<file path="src/rtl/mc_cmd_scheduler.sv">
`default_nettype none
// ============================================================================
// Module   : mc_cmd_scheduler
// Purpose  : In-order, open-page DRAM command sequencer (ACT/RD/WR/PRE) with
//            per-bank open-row tracking and tRCD/tRP/tRAS/burst spacing.
//            Optional refresh (PREA/REF) is enabled by macro MC_REFRESH_EN.
// Revision : 1.0 - initial release
// ============================================================================
module mc_cmd_scheduler #(
    parameter int T_RCD   = 39,
    parameter int T_RP    = 39,
    parameter int T_RAS   = 76,
    parameter int T_BURST = 8,
    parameter int T_REFI  = 3900,
    parameter int T_RFC   = 295
) (
    input  logic        clk,
    input  logic        rst_n,
    input  logic        req_valid,
    output logic        req_ready,
    input  logic [1:0]  req_op,
    input  logic [32:0] req_addr,
    output logic        cmd_valid,
    output logic [2:0]  cmd,
    output logic [2:0]  cmd_bg,
    output logic [1:0]  cmd_ba,
    output logic [14:0] cmd_row,
    output logic [9:0]  cmd_col,
    output logic        done,
    output logic        busy
);

    localparam logic [2:0] CMD_NOP  = 3'd0;
    localparam logic [2:0] CMD_ACT  = 3'd1;
    localparam logic [2:0] CMD_RD   = 3'd2;
    localparam logic [2:0] CMD_WR   = 3'd3;
    localparam logic [2:0] CMD_PRE  = 3'd4;
    localparam logic [2:0] CMD_PREA = 3'd5;
    localparam logic [2:0] CMD_REF  = 3'd6;

    localparam int GAP_MAX_A = (T_RCD > T_RP) ? T_RCD : T_RP;
    localparam int GAP_MAX_B = (T_BURST > T_RFC) ? T_BURST : T_RFC;
    localparam int GAP_MAX   = (GAP_MAX_A > GAP_MAX_B) ? GAP_MAX_A : GAP_MAX_B;
    localparam int GAP_W     = $clog2(GAP_MAX + 1);
    localparam int TRAS_W    = $clog2(T_RAS + 1);

    // Counters hold (T-1) so that a command at cycle C permits the next at C+T.
    localparam logic [GAP_W-1:0]  LD_RCD   = GAP_W'(T_RCD - 1);
    localparam logic [GAP_W-1:0]  LD_RP    = GAP_W'(T_RP - 1);
    localparam logic [GAP_W-1:0]  LD_BURST = GAP_W'(T_BURST - 1);
    localparam logic [GAP_W-1:0]  LD_RFC   = GAP_W'(T_RFC - 1);
    localparam logic [TRAS_W-1:0] LD_RAS   = TRAS_W'(T_RAS - 1);

    typedef enum logic [2:0] {
        S_IDLE     = 3'd0,
        S_SCHED    = 3'd1,
        S_PREA     = 3'd2,
        S_REF      = 3'd3,
        S_REF_WAIT = 3'd4
    } state_t;

    state_t             state_q, state_d;
    logic               ready_q, ready_d;
    logic [1:0]         op_q;
    logic [14:0]        row_q;
    logic [9:0]         col_q;
    logic [2:0]         bg_q;
    logic [1:0]         ba_q;
    logic [4:0]         bank;
    logic [31:0]        open_q;
    logic [14:0]        open_row_q [32];
    logic [TRAS_W-1:0]  tras_q [32];
    logic [GAP_W-1:0]   gap_q;
    logic [GAP_W-1:0]   gap_ld;
    logic               issue;
    logic [2:0]         cmd_d;
    logic               done_d;
    logic               accept;
    logic               bank_cmd;
    logic               rw_cmd;
    logic               unused_addr;

    assign bank        = {bg_q, ba_q};
    assign accept      = req_valid && ready_q;
    assign req_ready   = ready_q;
    assign busy        = (state_q != S_IDLE);
    assign unused_addr = ^{req_addr[6], req_addr[1:0]};

`ifdef MC_REFRESH_EN
    localparam int                REFI_W  = $clog2(T_REFI + 1);
    localparam logic [REFI_W-1:0] LD_REFI = REFI_W'(T_REFI - 1);

    logic [REFI_W-1:0] refi_q, refi_d;
    logic              refresh_due;
    logic              any_tras;

    always_comb begin
        refi_d = refi_q;
        if (issue && cmd_d == CMD_REF) begin
            refi_d = LD_REFI;
        end else if (refi_q != '0) begin
            refi_d = refi_q - REFI_W'(1);
        end
    end

    always_comb begin
        any_tras = 1'b0;
        for (int i = 0; i < 32; i++) begin
            any_tras = any_tras | (tras_q[i] != '0);
        end
    end

    assign refresh_due = (refi_q == '0);
    assign ready_d     = (state_d == S_IDLE) && (refi_d != '0);

    // Interval counter starts full so that reset is not followed by a refresh.
    always_ff @(posedge clk or negedge rst_n) begin
        if (!rst_n) begin
            refi_q <= LD_REFI;
        end else begin
            refi_q <= refi_d;
        end
    end
`else
    logic [31:0] unused_refi;
    assign unused_refi = 32'(T_REFI);
    assign ready_d     = (state_d == S_IDLE);
`endif

    always_comb begin
        state_d = state_q;
        issue   = 1'b0;
        cmd_d   = CMD_NOP;
        done_d  = 1'b0;
        case (state_q)
            S_IDLE: begin
`ifdef MC_REFRESH_EN
                if (refresh_due) begin
                    state_d = (open_q != '0) ? S_PREA : S_REF;
                end else
`endif
                if (accept) begin
                    state_d = S_SCHED;
                end
            end
            S_SCHED: begin
                if (gap_q == '0) begin
                    if (!open_q[bank]) begin
                        issue = 1'b1;
                        cmd_d = CMD_ACT;
                    end else if (open_row_q[bank] == row_q) begin
                        issue   = 1'b1;
                        cmd_d   = (op_q == 2'd1) ? CMD_WR : CMD_RD;
                        done_d  = 1'b1;
                        state_d = S_IDLE;
                    end else if (tras_q[bank] == '0) begin
                        issue = 1'b1;
                        cmd_d = CMD_PRE;
                    end
                end
            end
`ifdef MC_REFRESH_EN
            S_PREA: begin
                if (gap_q == '0 && !any_tras) begin
                    issue   = 1'b1;
                    cmd_d   = CMD_PREA;
                    state_d = S_REF;
                end
            end
            S_REF: begin
                if (gap_q == '0) begin
                    issue   = 1'b1;
                    cmd_d   = CMD_REF;
                    state_d = S_REF_WAIT;
                end
            end
            S_REF_WAIT: begin
                // Leave one cycle early: the gap reaches 0 as the next request is accepted.
                if (gap_q <= GAP_W'(1)) begin
                    state_d = S_IDLE;
                end
            end
`endif
            default: state_d = S_IDLE;
        endcase
    end

    always_comb begin
        case (cmd_d)
            CMD_ACT:         gap_ld = LD_RCD;
            CMD_RD, CMD_WR:  gap_ld = LD_BURST;
            CMD_REF:         gap_ld = LD_RFC;
            default:         gap_ld = LD_RP;
        endcase
    end

    assign bank_cmd = (cmd_d == CMD_ACT) || (cmd_d == CMD_RD) ||
                      (cmd_d == CMD_WR)  || (cmd_d == CMD_PRE);
    assign rw_cmd   = (cmd_d == CMD_RD)  || (cmd_d == CMD_WR);

    always_ff @(posedge clk or negedge rst_n) begin
        if (!rst_n) begin
            state_q   <= S_IDLE;
            ready_q   <= 1'b0;
            op_q      <= '0;
            row_q     <= '0;
            col_q     <= '0;
            bg_q      <= '0;
            ba_q      <= '0;
            gap_q     <= '0;
            cmd_valid <= 1'b0;
            cmd       <= CMD_NOP;
            cmd_bg    <= '0;
            cmd_ba    <= '0;
            cmd_row   <= '0;
            cmd_col   <= '0;
            done      <= 1'b0;
        end else begin
            state_q <= state_d;
            ready_q <= ready_d;
            if (accept) begin
                op_q  <= req_op;
                row_q <= req_addr[32:18];
                col_q <= {req_addr[17:12], req_addr[5:2]};
                ba_q  <= req_addr[11:10];
                bg_q  <= req_addr[9:7];
            end
            if (issue) begin
                gap_q <= gap_ld;
            end else if (gap_q != '0) begin
                gap_q <= gap_q - GAP_W'(1);
            end
            cmd_valid <= issue;
            cmd       <= cmd_d;
            done      <= done_d;
            cmd_bg    <= bank_cmd ? bg_q : '0;
            cmd_ba    <= bank_cmd ? ba_q : '0;
            cmd_row   <= (cmd_d == CMD_ACT) ? row_q : '0;
            cmd_col   <= rw_cmd ? col_q : '0;
        end
    end

    always_ff @(posedge clk or negedge rst_n) begin
        if (!rst_n) begin
            open_q <= '0;
            for (int i = 0; i < 32; i++) begin
                open_row_q[i] <= '0;
                tras_q[i]     <= '0;
            end
        end else begin
            for (int i = 0; i < 32; i++) begin
                if (tras_q[i] != '0) begin
                    tras_q[i] <= tras_q[i] - TRAS_W'(1);
                end
            end
            case (cmd_d)
                CMD_ACT: begin
                    open_q[bank]     <= 1'b1;
                    open_row_q[bank] <= row_q;
                    tras_q[bank]     <= LD_RAS;
                end
                CMD_PRE:  open_q[bank] <= 1'b0;
                CMD_PREA: open_q       <= '0;
                default: ;
            endcase
        end
    end

endmodule
`default_nettype wire

</file>
<file path="config.mk">
export PLATFORM = sky130hd
export DESIGN_NAME = mc_cmd_scheduler
export DESIGN_NICKNAME = d
export VERILOG_FILES = /design/src/rtl/mc_cmd_scheduler.sv
export SDC_FILE = /design/constraint.sdc
export NUM_CORES = 1
export LEC_CHECK = 0
export ABC_AREA = 1
export ABC_CLOCK_PERIOD_IN_PS = 4300
export CORE_MARGIN = 2
export CORE_UTILIZATION = 50
export CTS_CLUSTER_DIAMETER = 40
export DETAILED_ROUTE_END_ITERATION = 6
export GPL_ROUTABILITY_DRIVEN = 0
export PLACE_DENSITY = 0.68
export SLEW_MARGIN = 20
export SYNTH_ARGS = -nofsm -noshare
export SYNTH_HDL_FRONTEND = slang
export SYNTH_SLANG_ARGS = --single-unit
</file>
<file path="constraint.sdc">
create_clock -name clk -period 4.3 [get_ports clk]
set_clock_uncertainty 0.05 [all_clocks]
set_input_delay 0.86 -clock clk [delete_from_list [all_inputs] [get_ports clk]]
set_output_delay 0.86 -clock clk [all_outputs]
set_load 0.02 [all_outputs]
</file>
==> results of run 1 <==
==> registers in the layout, indices dropped and copies added, names as in the netlist, 3 cells and up <==
name / cells
cmd_bg: 3
gap_q: 9
row_q: 15
col_q: 10
cmd_row: 15
cmd_col: 10
cmd: 3
state_q: 3
tras_q: 224
open_q: 32
open_row_q: 480
bg_q: 3
==> area by class of cell <==
class	count	share of cell area (%)
inverters	388	3.12
multi-input cells	3615	35.4
flip-flops and latches	815	43.5
clock inverters	78	2.10
repair buffers	194	5.00
well taps	1050	2.80
clock buffers	167	8.03
==> path summary, 6_finish.rpt <==
path / slack, ns / to / startpoint / cells past startpoint
hold / removal: 0.13 / open_row_q[275]$_DFFE_PN0P_ / rst_n / 1
hold reg to reg: 0.42 / gap_q[4]$_DFFE_PN0P_ / gap_q[4]$_DFFE_PN0P_ / 1
min in group clk: 0.42 / gap_q[4]$_DFFE_PN0P_ / gap_q[4]$_DFFE_PN0P_ / 1
setup reg to reg: 0.26 / open_row_q[317]$_DFFE_PN0P_ / ba_q[0]$_DFFE_PN0P_ / 21
setup / recovery: 0.26 / open_row_q[317]$_DFFE_PN0P_ / ba_q[0]$_DFFE_PN0P_ / 21
max in group asynchronous: 2.95 / cmd_col[7]$_DFF_PN0_ / rst_n / 2
==> synth_stat cells (all sizes together) <==
cell type / number / share of area [%]
a211oi: 3 / 0.056
a21boi: 4 / 0.075
a21oi: 94 / 1.2
a22o: 1 / 0.022
a22oi: 3 / 0.056
a31oi: 10 / 0.16
buf: 184 / 2.8
clkbuf: 90 / 0.85
clkinv: 2 / 0.019
conb: 1 / 0.0094
dfrtp: 815 / 51
ha: 65 / 2.0
inv: 386 / 3.6
mux2: 1 / 0.028
mux2i: 14 / 0.35
nand2: 2023 / 19
nand3: 238 / 3.5
nand3b: 13 / 0.24
nand4: 24 / 0.39
nor2: 302 / 2.9
nor3: 60 / 0.75
nor4: 2 / 0.031
o2111ai: 2 / 0.044
o211ai: 34 / 0.64
o21a: 1 / 0.019
o21ai: 576 / 7.2
o221ai: 1 / 0.022
o22ai: 25 / 0.39
o31ai: 9 / 0.17
or2: 12 / 0.19
or4: 4 / 0.075
xnor2: 26 / 0.57
xor2: 66 / 1.4
==> where the power goes <==
group          switching, mW  leakage [nW]  internal [mW]
clock                   3.97          2.31           7.19
sequential             0.881          10.8           8.90
combinational           3.67          10.9           2.21
==> cells by family after synthesis <==
logic type / share of synthesized area, %
fa+ha+maj: 2.04
flops: 51.1
simple gates: 27.1
compound gates: 10.1
other cells: 0.00939
buf+inv: 7.32
mux: 0.379
xor+xnor: 2.02
==> layer usage <==
layer  wire length (um)  global-route usage (%)  vias up
li1                   -                       -    16300
met1              47300                    35.3    15900
met2              49100                    42.4      831
met3               5540                    4.24      181
met4               2450                    8.12        0
met5                  0                       0        -
==> metrics by stage <==
step                cell area (um2)  power [mW]  hold WS (ns)  util, %
finish                        46900        26.8         0.132     59.4
global route                  46900        28.4         0.158     59.4
CTS                           46900        27.0         0.143     59.4
detailed placement            42100        15.7         0.412     53.3
global placement              42100        15.5         0.407     53.3
floorplan                     39900        14.1         0.393        -
==> results.txt, run 1 <==
Dividing the detail-routed wire length by the instance count gives 16.6 um. For the worst setup path, the data required time is 4.80 ns. The number of placed cells counting well taps was 6062; the total half-perimeter wirelength after legalization and detailed placement was 63.2 mm.

The total global routing track utilization is 25.9%. For this run, design rule violations remaining after detail routing come to 0. Kind of path behind the tightest hold check: in2async.

Counting the buffers created by CTS gives 134. For the top-level port count, the log shows 75. The footprint of the flip-flops and latches is 0.0204 mm2, and the worst slack at placement is 0.280 ns. Cells with a size suffix above 1 make up 7.72% of the layout.

The type of the worst setup path is reg2reg. The worst stage delay on the critical path is 0.56 ns, and the effective utilization at floorplan is 50.5%. The number of global-route vias before repair was 32300. The run gives 6307 as the final cell count without fillers. Entering global routing, the biggest net connects 103 pins. The multi-input combinational cells in the finished layout cover a total of 0.0166 mm2. The die covers 0.0821 mm2. The most common cell type on the critical path was sky130_fd_sc_hd__nand2_1.

Summed over all layers, the routed wires come to 104 mm. For the number of antenna cells inserted, the log shows 0. The clock latency at the later pin of the worst-skew pair came out at 0.71 ns. Buffers placed on the I/O ports in this run total 71. The worst setup path is captured at a register. After synthesis the netlist holds a flip-flop and latch count of 815.

The first detailed-routing pass took 6 iterations. Broken down by cell family, the worst path's largest delay share belongs to simple AND/OR/NAND/NOR gates. In the layout the commonest cells are sky130_fd_sc_hd__nand2_1, sky130_fd_sc_hd__dfrtp_1, sky130_fd_sc_hd__inv_1, sky130_fd_sc_hd__o21ai_0, sky130_fd_sc_hd__nor2_1. During synthesis, Yosys emitted a total of 0 warnings.

The power density of the placed cells came out at 572 mW/mm2. After detailed routing, the number of vias per cell comes to 5.27. The number of hold-repair buffers added at the cts stage is 0. The tool flagged a number of max-cap violations equal to 0. The final critical path takes up 93.9% of the cycle. The synthesized area per cell is 7.84 um2, and the slew at the pin closest to its max-slew limit is 0.796 ns.

The run gives 0.0399 mm2 as the netlist area before placement. The final sum of negative setup slack was 0 ns; the number of filler cells placed in the layout was 7035. Summing over every cut layer, the via total after detailed routing is 33200.

The first global-routing pass estimated 170 mm of wire. The tools report the max-slew violation total from the final report as 0. The leakage component of the power was 24.0 nW; the final hold violation count was 0. TritonCTS built the clock tree.

The largest fanout on the critical path was 34. The library cell used most frequently in the layout, excluding fill and tap cells, is sky130_fd_sc_hd__nand2_1. The number of antenna violations at the first check in global routing is 0. The logs give 0.263 ns for the worst setup slack after layout and 0 for the number of failing setup endpoints in the final timing report. The run gives 815 as the CTS sink count.

The final net count is 5251, and the number of cells upsized or downsized after cts is 0. After layout, the minimum clock period comes to 4.04 ns. Row generation in the floorplan step produced 103 rows. The run finished with clean final reports.

Setup repair after global routing left no endpoint under its margin. Traced cell by cell, the critical path runs through inv_6 -> nand2_2 -> inv_2 -> buf_6 -> nand2_1 -> nand3_1 -> nand2_1 -> nand2_1 -> nor2_1 -> nand3_1 -> nand2_1 -> nor2_1 -> nand2_1 -> nor2_2 -> nand3_1 -> a21oi_4 -> buf_12 -> nand3_1 -> buf_12 -> nand2_1 -> o21ai_0. The tools report the residual overflow from global routing as 0. Yosys mapped the design onto 46 distinct sky130hd cell types. The worst setup path is launched from a register. The count of buffering cells on the critical path with inverters included came out at 5.

For the CTS H-tree depth, the log shows 4. Timing would allow up to 248 MHz. The run gives 0.387 mV as the worst IR drop on VDD. The first routing iteration left 2793 violations. The instance count of the mapped netlist came out at 5091. The count of nets left with antenna violations once routing finished came out at 0.

The run gives 0.0790 mm2 as the total core area. The slowest stage of the critical path is the sky130_fd_sc_hd__dfrtp_4 cell. For the relative slew slack, the log shows 46.9%.

At the worst endpoint, the arrival time is 4.54 ns. The maximum clock path buffer count came out at 3. For this run, the register share of the synthesized area comes to 51.1%. The number of setup buffers added after CTS is 0.

Relative to the synthesized area, the layout overhead comes to 17.5%. Clock tree synthesis selected as its root buffer the cell sky130_fd_sc_hd__clkbuf_16. From left edge to right edge, the die measures 287 um. The die height is 287 um, and the clock slew at the register clock pins of the worst setup and hold paths is 0.06 ns.
Note: power is estimated with default switching activity, not from simulation.
==> inputs of run 2 (changes only) <==
--- a/config.mk
+++ b/config.mk
@@ -8,11 +8,11 @@
 export ABC_AREA = 1
 export ABC_CLOCK_PERIOD_IN_PS = 4300
 export CORE_MARGIN = 2
-export CORE_UTILIZATION = 50
+export CORE_UTILIZATION = 45
 export CTS_CLUSTER_DIAMETER = 40
 export DETAILED_ROUTE_END_ITERATION = 6
 export GPL_ROUTABILITY_DRIVEN = 0
-export PLACE_DENSITY = 0.68
+export PLACE_DENSITY = 0.63
 export SLEW_MARGIN = 20
 export SYNTH_ARGS = -nofsm -noshare
 export SYNTH_HDL_FRONTEND = slang
==> run 2 against run 1 <==
- first-iteration DRC count decreased by 8.8%
- critical path depth decreased by 1
- design area decreased by 0.55%
- sequential cell count unchanged
- count of clock-buffer cells in the layout decreased by 23
- sequential power about the same
- clock power decreased by 6%
- global-route usage decreased by 2.6 points
- critical endpoint is now open_row_q[245]$_DFFE_PN0P_
==> results.txt, run 2 (same netlist as run 1, synthesis figures left out) <==
The tools report the maximum clock rate as 249 MHz (+0.68%). The logs give 23.3% (-2.6 points) for the total global routing track utilization and 120 (-10%) for the number of buffers created by CTS. The flow ran to the end, and the final reports show no timing, DRC or antenna violations. The final period utilization is 93.3% (-0.64 points). The kind of path behind the tightest hold check was in2async.

The run gives 5238 (-0.25%) as the final net count. The endpoint identified for the worst register-to-register timing path is open_row_q[245]$_DFFE_PN0P_. The largest registers in the layout are open_row_q: 480 flops, tras_q: 224 flops, open_q: 32 flops. The clock slew at the register clock pins of the worst setup and hold paths is 0.06 ns (about the same), and the top-level port count is 75 (unchanged). Power density of the placed cells: 561 mW/mm2 (-1.9%). The horizontal die dimension came out at 302 um (+5.3%). TritonCTS built the clock tree. The number of port buffers was 71 (unchanged); the required time of the worst setup path was 4.85 ns (+0.05 ns). The number of failing setup endpoints in the final timing report is 0 (unchanged), and the maximum number of pins on one net before global-route repair is 99 (-3.9%). The minimum period implied by the final worst setup slack is 4.01 ns (-0.0274 ns).

The register with the most flip-flops in the final layout is open_row_q. Wire length of the first global-routing pass: 170 mm (-0.11%). STA classifies the critical path endpoint as a register. The tools report the utilization after layout as 52.9% (-6.4 points).

The largest fanout on the critical path is 50 (+47%), and the total half-perimeter wirelength after legalization and detailed placement is 64.1 mm (+1.5%). The number of vias after detailed routing is 32800 (-1.4%), and the detail-routed via count per cell is 5.11 (-2.9%). CTS H-tree depth: 3 (-1). The worst reg2reg path depth is 20 (-4.8%), and the number of global-route vias before repair is 31600 (-2.1%). The die area is 0.0911 mm2 (+11%), and the die height is 302 um (+5.3%). For the number of rows in the core area, the log shows 109 (+5.8%). The share of layout cells above drive strength 1 was 7.44% (-0.28 points). The CTS sink count was 815 (unchanged); the worst IR drop on VDD was 0.453 mV (+17%). The run gives 0 (unchanged) as the residual overflow from global routing.

The effective utilization at floorplan is 45.3% (-5.2 points), and the worst path arrival time is 4.56 ns (+0.02 ns). The number of filler cells placed in the layout was 8336 (+18%); the final hold violation count was 0 (unchanged). The slew at the pin closest to its max-slew limit works out to 0.972 ns (+0.175 ns). The setup path with the least slack is of type reg2reg. The logs give 3 (unchanged) for the maximum clock path buffer count and 0 (unchanged) for the number of antenna cells inserted. The run gives 0 (unchanged) as the post-detailed-route count of antenna-violating nets. The cell sitting at the root of the clock tree is a sky130_fd_sc_hd__clkbuf_16.

The first-pass detailed-route iteration total came out at 6 (unchanged). The slack of the worst reg-to-reg path is 0.29 ns (+0.03 ns). The flip-flop count of the largest register, all copies and words added is 480 (unchanged), and the max-slew violation total from the final report is 0 (unchanged).

The average wire per cell in the routed design was 16.3 um (-1.5%); the reported max-cap violation count was 0 (unchanged). The total core area came out at 0.0881 mm2 (+12%). The critical path launch point type is a register.

Final hold slack: 0.205 ns (+0.0729 ns). The run gives 1 (+1) as the number of antenna violations at the first check in global routing. The relative slew slack is 35.2% (-12 points). In this run the critical register-to-register path is launched from ba_q[0]$_DFFE_PN0P_. From synthesis to final layout, the design area changed by 16.8%.

The tools report the number of hold-repair buffers added at the cts stage as 0 (unchanged). Leaving out fill and tap cells, the most frequent cell in the layout is sky130_fd_sc_hd__nand2_1. The logs give 2548 (-8.8%) for the DRC violation total after the first TritonRoute iteration and 0.70 ns (about the same) for the clock latency at the later pin of the worst-skew pair. In the layout the commonest cells are sky130_fd_sc_hd__nand2_1, sky130_fd_sc_hd__dfrtp_1, sky130_fd_sc_hd__inv_1, sky130_fd_sc_hd__o21ai_0, sky130_fd_sc_hd__nor2_1. The final routed wirelength across all metal layers came out at 104 mm (about the same). The remaining routing DRC violations was 0 (unchanged). The tools report the leakage component of the power as 23.8 nW (-0.89%).
[run 2: changes by cell type in the layout (fill, tap and decap cells not counted), moves of 3 or more]
cell and delta:
sky130_fd_sc_hd__clkbuf_8 -4, sky130_fd_sc_hd__bufinv_16 +6, sky130_fd_sc_hd__clkinv_8 -3, sky130_fd_sc_hd__clkbuf_16 -19, sky130_fd_sc_hd__buf_12 -5, sky130_fd_sc_hd__inv_6 +5, sky130_fd_sc_hd__buf_4 +3, sky130_fd_sc_hd__inv_8 -3
[run 2: worst max path at each step]
stage | cells after the start | to | slack, ns | start
after floorplan | 24 | open_row_q[374]$_DFFE_PN0P_ | 1.43 | ba_q[0]$_DFFE_PN0P_
after global placement | 20 | open_row_q[251]$_DFFE_PN0P_ | 0.29 | ba_q[0]$_DFFE_PN0P_
after detailed placement | 20 | open_row_q[249]$_DFFE_PN0P_ | 0.23 | ba_q[0]$_DFFE_PN0P_
after CTS | 20 | open_row_q[248]$_DFFE_PN0P_ | 0.23 | ba_q[0]$_DFFE_PN0P_
after global routing | 21 | open_row_q[81]$_DFFE_PN0P_ | -0.01 | ba_q[0]$_DFFE_PN0P_
final | 20 | open_row_q[245]$_DFFE_PN0P_ | 0.29 | ba_q[0]$_DFFE_PN0P_
[run 2: metrics by stage]
step                power (mW)  std cells  worst slack [ns]  cell area, um2  setup TNS [ns]
CTS                       26.3       6401             0.234           46600               0
finish                    26.2       6406             0.290           46600               0
global route              27.8       6406          -0.00994           46600         -0.0364
floorplan                 14.1       5092              1.43           39900               0
detailed placement        15.7       6173             0.229           42200               0
global placement          15.5       6173             0.287           42200               0
[run 2: final cells by class]
type | instances | area (um2) | share of cell area [%]
Sequential cell | 815 | 20400 | 43.8
Clock buffer | 144 | 3230 | 6.94
Timing Repair Buffer | 194 | 2290 | 4.91
Inverter | 388 | 1460 | 3.14
Clock inverter | 84 | 1150 | 2.46
Tap cell | 1165 | 1460 | 3.13
Multi-Input combinational cell | 3616 | 16600 | 35.7
[run 2: metal layers]
layer / routed length, um / part of all wire (%) / global-route usage (%)
met4: 3020 / 2.9 / 7.27
met3: 5370 / 5.1 / 3.81
met2: 48100 / 46 / 37.9
met5: 0 / 0 / 0
met1: 48000 / 46 / 31.9
[run 2: timing repair]
item,CTS,global route
endpoints found under the setup margin,0,360
buffers inserted,0,4
resized for setup,0,5
endpoints found under the hold margin,0,0
[run 2: critical path: stages (launching register included)]
cell                      delay, ns
sky130_fd_sc_hd__dfrtp_4       0.59
sky130_fd_sc_hd__inv_6         0.12
sky130_fd_sc_hd__buf_12        0.21
sky130_fd_sc_hd__nand2_1       0.09
sky130_fd_sc_hd__nand2_1       0.06
sky130_fd_sc_hd__nand2_1       0.05
sky130_fd_sc_hd__nand2_1       0.08
sky130_fd_sc_hd__nand2_1       0.09
sky130_fd_sc_hd__nand2_1       0.07
sky130_fd_sc_hd__nor2_1        0.31
sky130_fd_sc_hd__nand2_1       0.11
sky130_fd_sc_hd__nand2_1       0.07
sky130_fd_sc_hd__nand2_1       0.05
sky130_fd_sc_hd__nor2_1        0.11
sky130_fd_sc_hd__nand2_1       0.22
sky130_fd_sc_hd__nor2_4        0.22
sky130_fd_sc_hd__nand3_1       0.15
sky130_fd_sc_hd__a21oi_4       0.23
sky130_fd_sc_hd__buf_12        0.23
sky130_fd_sc_hd__nand3_2       0.44
sky130_fd_sc_hd__o21ai_1       0.30
[run 2: power breakdown]
part / switching [mW] / internal (mW)
combinational: 3.64 / 2.23
clock: 3.83 / 6.68
sequential: 0.878 / 8.89
